File: src/rtl/vec_pkg.sv
// Shared definitions for the vector lane scheduler: opcode and operand-type
// encodings, SEW codes, scheduler states and small decode helpers.
package vec_pkg;

   localparam logic [5:0] VADD = 6'b000000;
   localparam logic [5:0] VAND = 6'b001001;
   localparam logic [5:0] VOR  = 6'b001010;
   localparam logic [5:0] VXOR = 6'b001011;

   localparam logic [2:0] VV = 3'b001;
   localparam logic [2:0] VX = 3'b010;
   localparam logic [2:0] VI = 3'b100;

   localparam logic [2:0] SEW_8  = 3'd0;
   localparam logic [2:0] SEW_16 = 3'd1;
   localparam logic [2:0] SEW_32 = 3'd2;
   localparam logic [2:0] SEW_64 = 3'd3;

   typedef enum logic [1:0] {
      ST_IDLE = 2'd0,
      ST_RUN  = 2'd1,
      ST_WB   = 2'd2
   } sched_state_t;

   function automatic logic opcode_ok(input logic [5:0] op);
      return (op == VADD) || (op == VAND) || (op == VOR) || (op == VXOR);
   endfunction

   function automatic logic op_type_ok(input logic [2:0] ot);
      return (ot == VV) || (ot == VX) || (ot == VI);
   endfunction

endpackage

File: src/rtl/vec_lane_sched_if.sv
// Issue and writeback handshakes of the lane scheduler. The scheduler side
// uses the slave modport; decode stage / register file use master.
interface vec_lane_sched_if #(
   parameter int VLEN = 128
);
   logic            issue_valid;
   logic            issue_ready;
   logic [5:0]      issue_opcode;
   logic [2:0]      issue_vsew;
   logic [2:0]      issue_op_type;
   logic [1:0]      issue_nb_lanes;
   logic [4:0]      issue_vd_addr;
   logic [VLEN-1:0] issue_vs1;
   logic [VLEN-1:0] issue_vs2;
   logic            wb_valid;
   logic            wb_ready;
   logic [4:0]      wb_addr;
   logic [VLEN-1:0] wb_data;

   modport master (
      output issue_valid, issue_opcode, issue_vsew, issue_op_type,
             issue_nb_lanes, issue_vd_addr, issue_vs1, issue_vs2, wb_ready,
      input  issue_ready, wb_valid, wb_addr, wb_data
   );

   modport slave (
      input  issue_valid, issue_opcode, issue_vsew, issue_op_type,
             issue_nb_lanes, issue_vd_addr, issue_vs1, issue_vs2, wb_ready,
      output issue_ready, wb_valid, wb_addr, wb_data
   );
endinterface

File: src/rtl/vec_result_buf.sv
// VLEN-bit result register with one windowed write port per lane; windows
// that would run past VLEN are ignored rather than wrapped.
module vec_result_buf #(
   parameter int VLEN   = 128,
   parameter int NLANES = 4,
   parameter int SLICE  = 8,
   parameter int IDXW   = 10
) (
   input  logic                    clk,
   input  logic                    resetn,
   input  logic                    clr,
   input  logic [NLANES-1:0]       wr_en,
   input  logic [NLANES*IDXW-1:0]  wr_idx,
   input  logic [NLANES*SLICE-1:0] wr_data,
   output logic [VLEN-1:0]         data
);
   localparam int AW = $clog2(VLEN);

   logic [VLEN-1:0]   buf_reg, buf_next;
   logic [NLANES-1:0] win_ok;
   logic [AW-1:0]     win_base [NLANES];

   generate
      for (genvar gi = 0; gi < NLANES; gi++) begin : g_port
         assign win_ok[gi]   = wr_en[gi] &&
                               ((32'(wr_idx[gi*IDXW +: IDXW]) + 32'(SLICE)) <= 32'(VLEN));
         assign win_base[gi] = wr_idx[gi*IDXW +: AW];
      end
   endgenerate

   // Lanes own disjoint windows, so applying ports in order never loses a write.
   always_comb begin
      buf_next = buf_reg;
      for (int i = 0; i < NLANES; i++) begin
         if (win_ok[i]) begin
            buf_next[win_base[i] +: SLICE] = wr_data[i*SLICE +: SLICE];
         end
      end
   end

   always_ff @(posedge clk) begin
      if (!resetn || clr) begin
         buf_reg <= '0;
      end else begin
         buf_reg <= buf_next;
      end
   end

   assign data = buf_reg;
endmodule

File: src/rtl/vec_lane_sched.sv
// Sequences the vector lanes for one instruction at a time: accept, run the
// lanes while gathering their slices, then offer the vector for writeback.
module vec_lane_sched
   import vec_pkg::*;
#(
   parameter int VLEN       = 128,
   parameter int LANE_WIDTH = 3,
   parameter int NLANES     = 4,
   parameter int TIMEOUT    = 256
) (
   input  logic                 clk,
   input  logic                 resetn,
   vec_lane_sched_if.slave      bus,
   output logic [NLANES-1:0]    lane_run,
   output logic [5:0]           lane_opcode,
   output logic [2:0]           lane_vsew,
   output logic [2:0]           lane_op_type,
   output logic [1:0]           lane_nb_lanes,
   output logic [VLEN-1:0]      lane_vs1,
   output logic [VLEN-1:0]      lane_vs2,
   input  logic [64*NLANES-1:0] lane_vd,
   input  logic [10*NLANES-1:0] lane_idx,
   input  logic [NLANES-1:0]    lane_done,
   output logic                 busy,
   output logic                 err_illegal,
   output logic                 err_timeout
);
   localparam int SLICE = 1 << LANE_WIDTH;
   localparam int CNTW  = $clog2(TIMEOUT + 1);

   sched_state_t            state_reg, state_next;
   logic [NLANES-1:0]       lane_run_reg, lane_run_next, run_q_reg, done_q_reg;
   logic [5:0]              opcode_reg;
   logic [2:0]              vsew_reg, op_type_reg;
   logic [1:0]              nb_lanes_reg;
   logic [4:0]              vd_addr_reg;
   logic [VLEN-1:0]         vs1_reg, vs2_reg, buf_data;
   logic [CNTW-1:0]         cnt_reg, cnt_next;
   logic                    err_illegal_reg, err_illegal_next;
   logic                    err_timeout_reg, err_timeout_next;
   logic                    issue_fire, issue_legal, capture, buf_clr, all_done;
   logic [NLANES-1:0]       accept_mask, run_mask, wr_en, vd_hi_unused;
   logic [NLANES*SLICE-1:0] wr_data;

   assign issue_fire = bus.issue_valid & bus.issue_ready;

   generate
      for (genvar gi = 0; gi < NLANES; gi++) begin : g_lane
         assign accept_mask[gi]  = 32'(gi) < (32'd1 << bus.issue_nb_lanes);
         assign run_mask[gi]     = 32'(gi) < (32'd1 << nb_lanes_reg);
         assign wr_en[gi]        = (state_reg == ST_RUN) & run_q_reg[gi] & ~done_q_reg[gi];
         assign wr_data[gi*SLICE +: SLICE] = lane_vd[64*gi +: SLICE];
         assign vd_hi_unused[gi] = ^lane_vd[64*gi+SLICE +: 64-SLICE];
      end
   endgenerate

   assign all_done = &(lane_done | ~run_mask);

   // Active lanes must fit both the physical bank and the element count.
   always_comb begin
      issue_legal = 1'b1;
      if (!opcode_ok(bus.issue_opcode))  issue_legal = 1'b0;
      if (!op_type_ok(bus.issue_op_type)) issue_legal = 1'b0;
      if (bus.issue_vsew > SEW_64)        issue_legal = 1'b0;
      if ((32'd1 << bus.issue_nb_lanes) > 32'(NLANES)) issue_legal = 1'b0;
      if ((32'd1 << bus.issue_nb_lanes) >
          (32'(VLEN) >> ({1'b0, bus.issue_vsew} + 4'd3))) issue_legal = 1'b0;
   end

   always_comb begin
      state_next       = state_reg;
      lane_run_next    = lane_run_reg;
      cnt_next         = cnt_reg;
      capture          = 1'b0;
      buf_clr          = 1'b0;
      err_illegal_next = 1'b0;
      err_timeout_next = 1'b0;
      case (state_reg)
         ST_IDLE: begin
            if (issue_fire) begin
               if (issue_legal) begin
                  capture       = 1'b1;
                  buf_clr       = 1'b1;
                  lane_run_next = accept_mask;
                  cnt_next      = '0;
                  state_next    = ST_RUN;
               end else begin
                  err_illegal_next = 1'b1;
               end
            end
         end
         ST_RUN: begin
            if (all_done) begin
               lane_run_next = '0;
               state_next    = ST_WB;
            end else if (cnt_reg == CNTW'(TIMEOUT - 1)) begin
               lane_run_next    = '0;
               err_timeout_next = 1'b1;
               state_next       = ST_IDLE;
            end else begin
               cnt_next = cnt_reg + 1'b1;
            end
         end
         ST_WB: begin
            if (bus.wb_ready) state_next = ST_IDLE;
         end
         default: state_next = ST_IDLE;
      endcase
   end

   always_ff @(posedge clk) begin
      if (!resetn) begin
         state_reg       <= ST_IDLE;
         lane_run_reg    <= '0;
         run_q_reg       <= '0;
         done_q_reg      <= '0;
         cnt_reg         <= '0;
         err_illegal_reg <= 1'b0;
         err_timeout_reg <= 1'b0;
      end else begin
         state_reg       <= state_next;
         lane_run_reg    <= lane_run_next;
         run_q_reg       <= lane_run_reg;
         done_q_reg      <= lane_done;
         cnt_reg         <= cnt_next;
         err_illegal_reg <= err_illegal_next;
         err_timeout_reg <= err_timeout_next;
      end
   end

   always_ff @(posedge clk) begin
      if (!resetn) begin
         opcode_reg   <= '0;
         vsew_reg     <= '0;
         op_type_reg  <= '0;
         nb_lanes_reg <= '0;
         vd_addr_reg  <= '0;
         vs1_reg      <= '0;
         vs2_reg      <= '0;
      end else if (capture) begin
         opcode_reg   <= bus.issue_opcode;
         vsew_reg     <= bus.issue_vsew;
         op_type_reg  <= bus.issue_op_type;
         nb_lanes_reg <= bus.issue_nb_lanes;
         vd_addr_reg  <= bus.issue_vd_addr;
         vs1_reg      <= bus.issue_vs1;
         vs2_reg      <= bus.issue_vs2;
      end
   end

   vec_result_buf #(
      .VLEN  (VLEN),
      .NLANES(NLANES),
      .SLICE (SLICE),
      .IDXW  (10)
   ) u_result_buf (
      .clk    (clk),
      .resetn (resetn),
      .clr    (buf_clr),
      .wr_en  (wr_en),
      .wr_idx (lane_idx),
      .wr_data(wr_data),
      .data   (buf_data)
   );

   assign bus.issue_ready = (state_reg == ST_IDLE);
   assign bus.wb_valid    = (state_reg == ST_WB);
   assign bus.wb_addr     = vd_addr_reg;
   assign bus.wb_data     = buf_data;
   assign busy            = (state_reg != ST_IDLE);
   assign err_illegal     = err_illegal_reg;
   assign err_timeout     = err_timeout_reg;
   assign lane_run        = lane_run_reg;
   assign lane_opcode     = opcode_reg;
   assign lane_vsew       = vsew_reg;
   assign lane_op_type    = op_type_reg;
   assign lane_nb_lanes   = nb_lanes_reg;
   assign lane_vs1        = vs1_reg;
   assign lane_vs2        = vs2_reg;
endmodule

File: src/flat_wrapper.sv
// flat-port wrapper written by rule: the top's interface ports become plain ports
module vec_lane_sched_flat import vec_pkg::*;
#(
   parameter int VLEN       = 128,
   parameter int LANE_WIDTH = 3,
   parameter int NLANES     = 4,
   parameter int TIMEOUT    = 256
)
  (clk, resetn, lane_run, lane_opcode, lane_vsew, lane_op_type, lane_nb_lanes, lane_vs1, lane_vs2, lane_vd, lane_idx, lane_done, busy, err_illegal, err_timeout, bus_issue_valid, bus_issue_opcode, bus_issue_vsew, bus_issue_op_type, bus_issue_nb_lanes, bus_issue_vd_addr, bus_issue_vs1, bus_issue_vs2, bus_wb_ready, bus_issue_ready, bus_wb_valid, bus_wb_addr, bus_wb_data);
  vec_lane_sched_if #(.VLEN(VLEN)) bus_i ();
  input  logic clk;
  input  logic resetn;
  output logic [NLANES-1:0] lane_run;
  output logic [5:0] lane_opcode;
  output logic [2:0] lane_vsew;
  output logic [2:0] lane_op_type;
  output logic [1:0] lane_nb_lanes;
  output logic [VLEN-1:0] lane_vs1;
  output logic [VLEN-1:0] lane_vs2;
  input  logic [64*NLANES-1:0] lane_vd;
  input  logic [10*NLANES-1:0] lane_idx;
  input  logic [NLANES-1:0] lane_done;
  output logic busy;
  output logic err_illegal;
  output logic err_timeout;
  input wire logic [$bits(bus_i.issue_valid)-1:0] bus_issue_valid;
  input wire logic [$bits(bus_i.issue_opcode)-1:0] bus_issue_opcode;
  input wire logic [$bits(bus_i.issue_vsew)-1:0] bus_issue_vsew;
  input wire logic [$bits(bus_i.issue_op_type)-1:0] bus_issue_op_type;
  input wire logic [$bits(bus_i.issue_nb_lanes)-1:0] bus_issue_nb_lanes;
  input wire logic [$bits(bus_i.issue_vd_addr)-1:0] bus_issue_vd_addr;
  input wire logic [$bits(bus_i.issue_vs1)-1:0] bus_issue_vs1;
  input wire logic [$bits(bus_i.issue_vs2)-1:0] bus_issue_vs2;
  input wire logic [$bits(bus_i.wb_ready)-1:0] bus_wb_ready;
  output wire logic [$bits(bus_i.issue_ready)-1:0] bus_issue_ready;
  output wire logic [$bits(bus_i.wb_valid)-1:0] bus_wb_valid;
  output wire logic [$bits(bus_i.wb_addr)-1:0] bus_wb_addr;
  output wire logic [$bits(bus_i.wb_data)-1:0] bus_wb_data;
  assign bus_i.issue_valid = bus_issue_valid;
  assign bus_i.issue_opcode = bus_issue_opcode;
  assign bus_i.issue_vsew = bus_issue_vsew;
  assign bus_i.issue_op_type = bus_issue_op_type;
  assign bus_i.issue_nb_lanes = bus_issue_nb_lanes;
  assign bus_i.issue_vd_addr = bus_issue_vd_addr;
  assign bus_i.issue_vs1 = bus_issue_vs1;
  assign bus_i.issue_vs2 = bus_issue_vs2;
  assign bus_i.wb_ready = bus_wb_ready;
  assign bus_issue_ready = bus_i.issue_ready;
  assign bus_wb_valid = bus_i.wb_valid;
  assign bus_wb_addr = bus_i.wb_addr;
  assign bus_wb_data = bus_i.wb_data;
  vec_lane_sched #(.VLEN(VLEN), .LANE_WIDTH(LANE_WIDTH), .NLANES(NLANES), .TIMEOUT(TIMEOUT)) u_core (.clk(clk), .resetn(resetn), .bus(bus_i), .lane_run(lane_run), .lane_opcode(lane_opcode), .lane_vsew(lane_vsew), .lane_op_type(lane_op_type), .lane_nb_lanes(lane_nb_lanes), .lane_vs1(lane_vs1), .lane_vs2(lane_vs2), .lane_vd(lane_vd), .lane_idx(lane_idx), .lane_done(lane_done), .busy(busy), .err_illegal(err_illegal), .err_timeout(err_timeout));
endmodule
File: config.mk
export PLATFORM = sky130hd
export DESIGN_NAME = vec_lane_sched_flat
export DESIGN_NICKNAME = d
export VERILOG_FILES = /design/src/rtl/vec_pkg.sv /design/src/rtl/vec_lane_sched_if.sv /design/src/rtl/vec_result_buf.sv /design/src/rtl/vec_lane_sched.sv /design/src/flat_wrapper.sv
export SDC_FILE = /design/constraint.sdc
export NUM_CORES = 2
export LEC_CHECK = 0
export ABC_AREA = 1
export BUFFER_PORTS_ARGS = -buffer_cell sky130_fd_sc_hd__buf_2
export CAP_MARGIN = 10
export CELL_PAD_IN_SITES_DETAIL_PLACEMENT = 1
export CELL_PAD_IN_SITES_GLOBAL_PLACEMENT = 2
export CORE_AREA = 2 2 388 390
export DETAILED_ROUTE_END_ITERATION = 10
export DIE_AREA = 0 0 390 392
export PLACE_DENSITY_LB_ADDON = 0.1
export SETUP_SLACK_MARGIN = 0.02
export SYNTH_ARGS = -nofsm -noshare
export SYNTH_HDL_FRONTEND = slang
export SYNTH_SLANG_ARGS = --single-unit
File: constraint.sdc
create_clock -name clk -period 8.9 [get_ports clk]
set_clock_uncertainty 0.15 [all_clocks]
set_input_delay 1.78 -clock clk [delete_from_list [all_inputs] [get_ports clk]]
set_output_delay 1.78 -clock clk [all_outputs]
set_load 0.02 [all_outputs]
==> out/metrics.cfg <==
[power]
irDropWorstVdd_v = 0.000172
power_density_nw_per_um2 = 150
power_leakage_nw = 18.4

[yosys]
ys.flop_type = dfxtp_1
ys_warn_count = 0
ys_ff_latch = 428
synth.yosys.seq_area_share = 0.278
yosysUniqueCellTypes = 65
syn-mean-instance-area_um2 = 5.73
synth_edf_count = 0
syn_inst = 5387
synth_async_sr_flop_share = 0
syn_nets = 5988
syn-cell-area_um2 = 30900

[floorplanning]
die_w_um = 390
initial_core_util = 0.207
die_area_um2 = 153000
num_rows = 142
ioPinCount = 991
core_area_um2 = 149000
die_h_um = 392

[grt]
grt_use_total = 0.302
grt_pass1_vias = 40000
grt_max_degree = 195
grt_pass1_wl_um = 326000
antenna_found_initial = 91
overflow = 0

[drt]
routed_wl_um = 239000
ant_nets = 0
via_per_inst = 5.10
drt_iter0_drc = 3430
vias = 40800
drcViolationCount = 0
avgRoutedWirePerCell_um = 29.9
dr.pass1.iters = 6

[clocking]
cts_max_path_buffers = 3
postCtsHoldBufs = 0
worstSkewPairLatency_ps = 680
cts-root-buf = clkbuf_16
htreeDepth = 2
cts_setup_buffers = 0
clkSlewWorstSetupHoldPaths_ps = 60
cts_resized = 0
cts_tree = yes
tritoncts_num_sinks = 428
numCtsBuffers = 61

[sta]
layout_min_cycle_time_ps = 5920
worst_pin_slew_ps = 1240
setup_violations = 0
finalCritPeriodShare = 0.665
max_freq_mhz = 169
finalSetupTns_ps = 0
relSlewSlack = 0.161
rsz0062_at_grt = false
drv_slew = 0
finalHoldViolCount = 0

[placed_design]
hpwlAfterDp_um = 188000
post_dp_cell_area_um2 = 36600
place.gp.congestion = 0.967
io_buffer_count = 766

[critical_path]
cp_slowest_stage_delay_ps = 830
critPathMaxFanout = 26
critPathSlowestCell = nand4_2
end_kind = register
crit_chain = buf_2 -> inv_4 -> ha_1 -> nand2_2 -> nor2_1 -> nand2_2 -> buf_4 -> nand2_1 -> inv_1 -> nand4_2 -> buf_4 -> nor3_1 -> nand3_1 -> o21ai_0 -> inv_1 -> a21oi_1
rrSetupSlack_ps = 4700
r2r_start = u_core.state_reg[0]$_SDFFE_PN0P_
worstPathRequired_ps = 9410
crit_type = input pin to register
startpoint = lane_idx[20]
cp-start-kind = input pin
cp.arrival_ps = 6430

[finish]
final_area_um2 = 38700
drive_gt1_frac = 0.180
n_fill_cell = 19300
nets = 6609
area_growth_pct = 25.4

[outcome]
status = completed

[hold_path]
hold_class = register to register
min_from = u_core.lane_run[2]$_SDFFE_PN0P_

[run]
cap_violations = 0

## power by group
group / internal (W) / switching (W) / leakage (nW)
Combinational: 0.000246 / 0.000968 / 14.0
Clock: 0.00152 / 0.00112 / 1.01
Sequential: 0.00192 / 0.00000721 / 3.45
Total: 0.00369 / 0.00210 / 18.4
## cell families after synthesis
group | after synthesis | synth area share
AO/OA/AOI/OAI | 1053 | 0.188
buffers and inverters | 772 | 0.100
XOR/XNOR | 8 | 0.00446
flip-flops | 428 | 0.278
AND/OR/NAND/NOR | 3104 | 0.421
adder cells (fa/ha/maj) | 22 | 0.00892
## area by class of cell
cell class | count | area, um2 | share of cell area
timing repair buffer | 843 | 4480 | 0.116
clock inverter | 29 | 359 | 0.00928
inverter | 487 | 1840 | 0.0475
sequential | 428 | 8570 | 0.221
tap | 1944 | 2430 | 0.0629
antenna | 15 | 37.5 | 0.000970
clock buffer | 82 | 1750 | 0.0451
multi-input combinational | 4187 | 19200 | 0.497
## worst max-delay path: cells and delay by family
family,cells,cell delay (ps)
AOI/OAI and AO/OA,2,230
adders and majority gates,1,270
and+or+nand+nor,7,2030
buffers and inverters,6,2080
## synthesized netlist by cell type (27+ instances only)
cell type  number  share of area
a21oi_1       230          0.037
buf_1          27         0.0033
buf_2          95          0.015
clkbuf_1      147          0.018
dfxtp_1       428           0.28
inv_1         440          0.054
inv_2          40         0.0049
nand2_1      1260           0.15
nand3_1       441          0.072
nand3b_1       46          0.011
nand4_1        74          0.015
nor2_1       1135           0.14
nor3_1         57         0.0092
o211ai_1       66          0.016
o21ai_0       541          0.088
o21ai_1        68          0.011
o22ai_1        40         0.0081
## stage by stage
step	hold WS [ps]	utilization	power [W]	setup slack, ps	instances
6_report	300	0.260	0.00579	2980	8015
5_1_grt	304	0.260	0.00598	2780	8003
4_1_cts	299	0.260	0.00584	3100	8000
3_5_place_dp	290	0.245	0.00316	2330	7889
3_3_place_gp	282	0.245	0.00316	2360	7889
2_1_floorplan	291	-	0.00255	4560	5387
## cell usage in the layout, fill, tap and decap left out, types with 10 or more instances in the layout
| cell | n |
|---|---|
| nand2_1 | 1256 |
| nor2_1 | 1133 |
| buf_2 | 765 |
| o21ai_0 | 539 |
| nand3_1 | 441 |
| inv_1 | 440 |
| dfxtp_1 | 428 |
| a21oi_1 | 230 |
| nand4_1 | 74 |
| buf_4 | 72 |
| o21ai_1 | 70 |
| o211ai_1 | 66 |
| clkbuf_16 | 61 |
| nor3_1 | 56 |
| nand3b_1 | 46 |
| o22ai_1 | 40 |
| inv_2 | 38 |
| nand2_2 | 28 |
| a31oi_1 | 24 |
| ha_1 | 22 |
| nor2_2 | 20 |
| diode_2 | 15 |
| clkbuf_8 | 14 |
| o21bai_1 | 13 |
| nor2_4 | 10 |
| o21ai_2 | 10 |
## path summary, 6_finish.rpt
kind	endpoint	depth (start not counted)
setup / recovery	u_core.u_result_buf.data[29]$_SDFF_PP0_	16
hold / removal	u_core.run_q_reg[2]$_SDFF_PN0_	2
setup reg to reg	u_core.u_result_buf.data[70]$_SDFF_PP0_	12
hold reg to reg	u_core.run_q_reg[2]$_SDFF_PN0_	2
## layer usage
layer	wire length [um]	vias up	global-route usage
met5	544	-	0
met4	9810	90	0.105
met3	18600	394	0.0777
met2	107000	1564	0.486
met1	103000	20000	0.388
li1	-	18800	-
(Power assumes the default switching activity.)
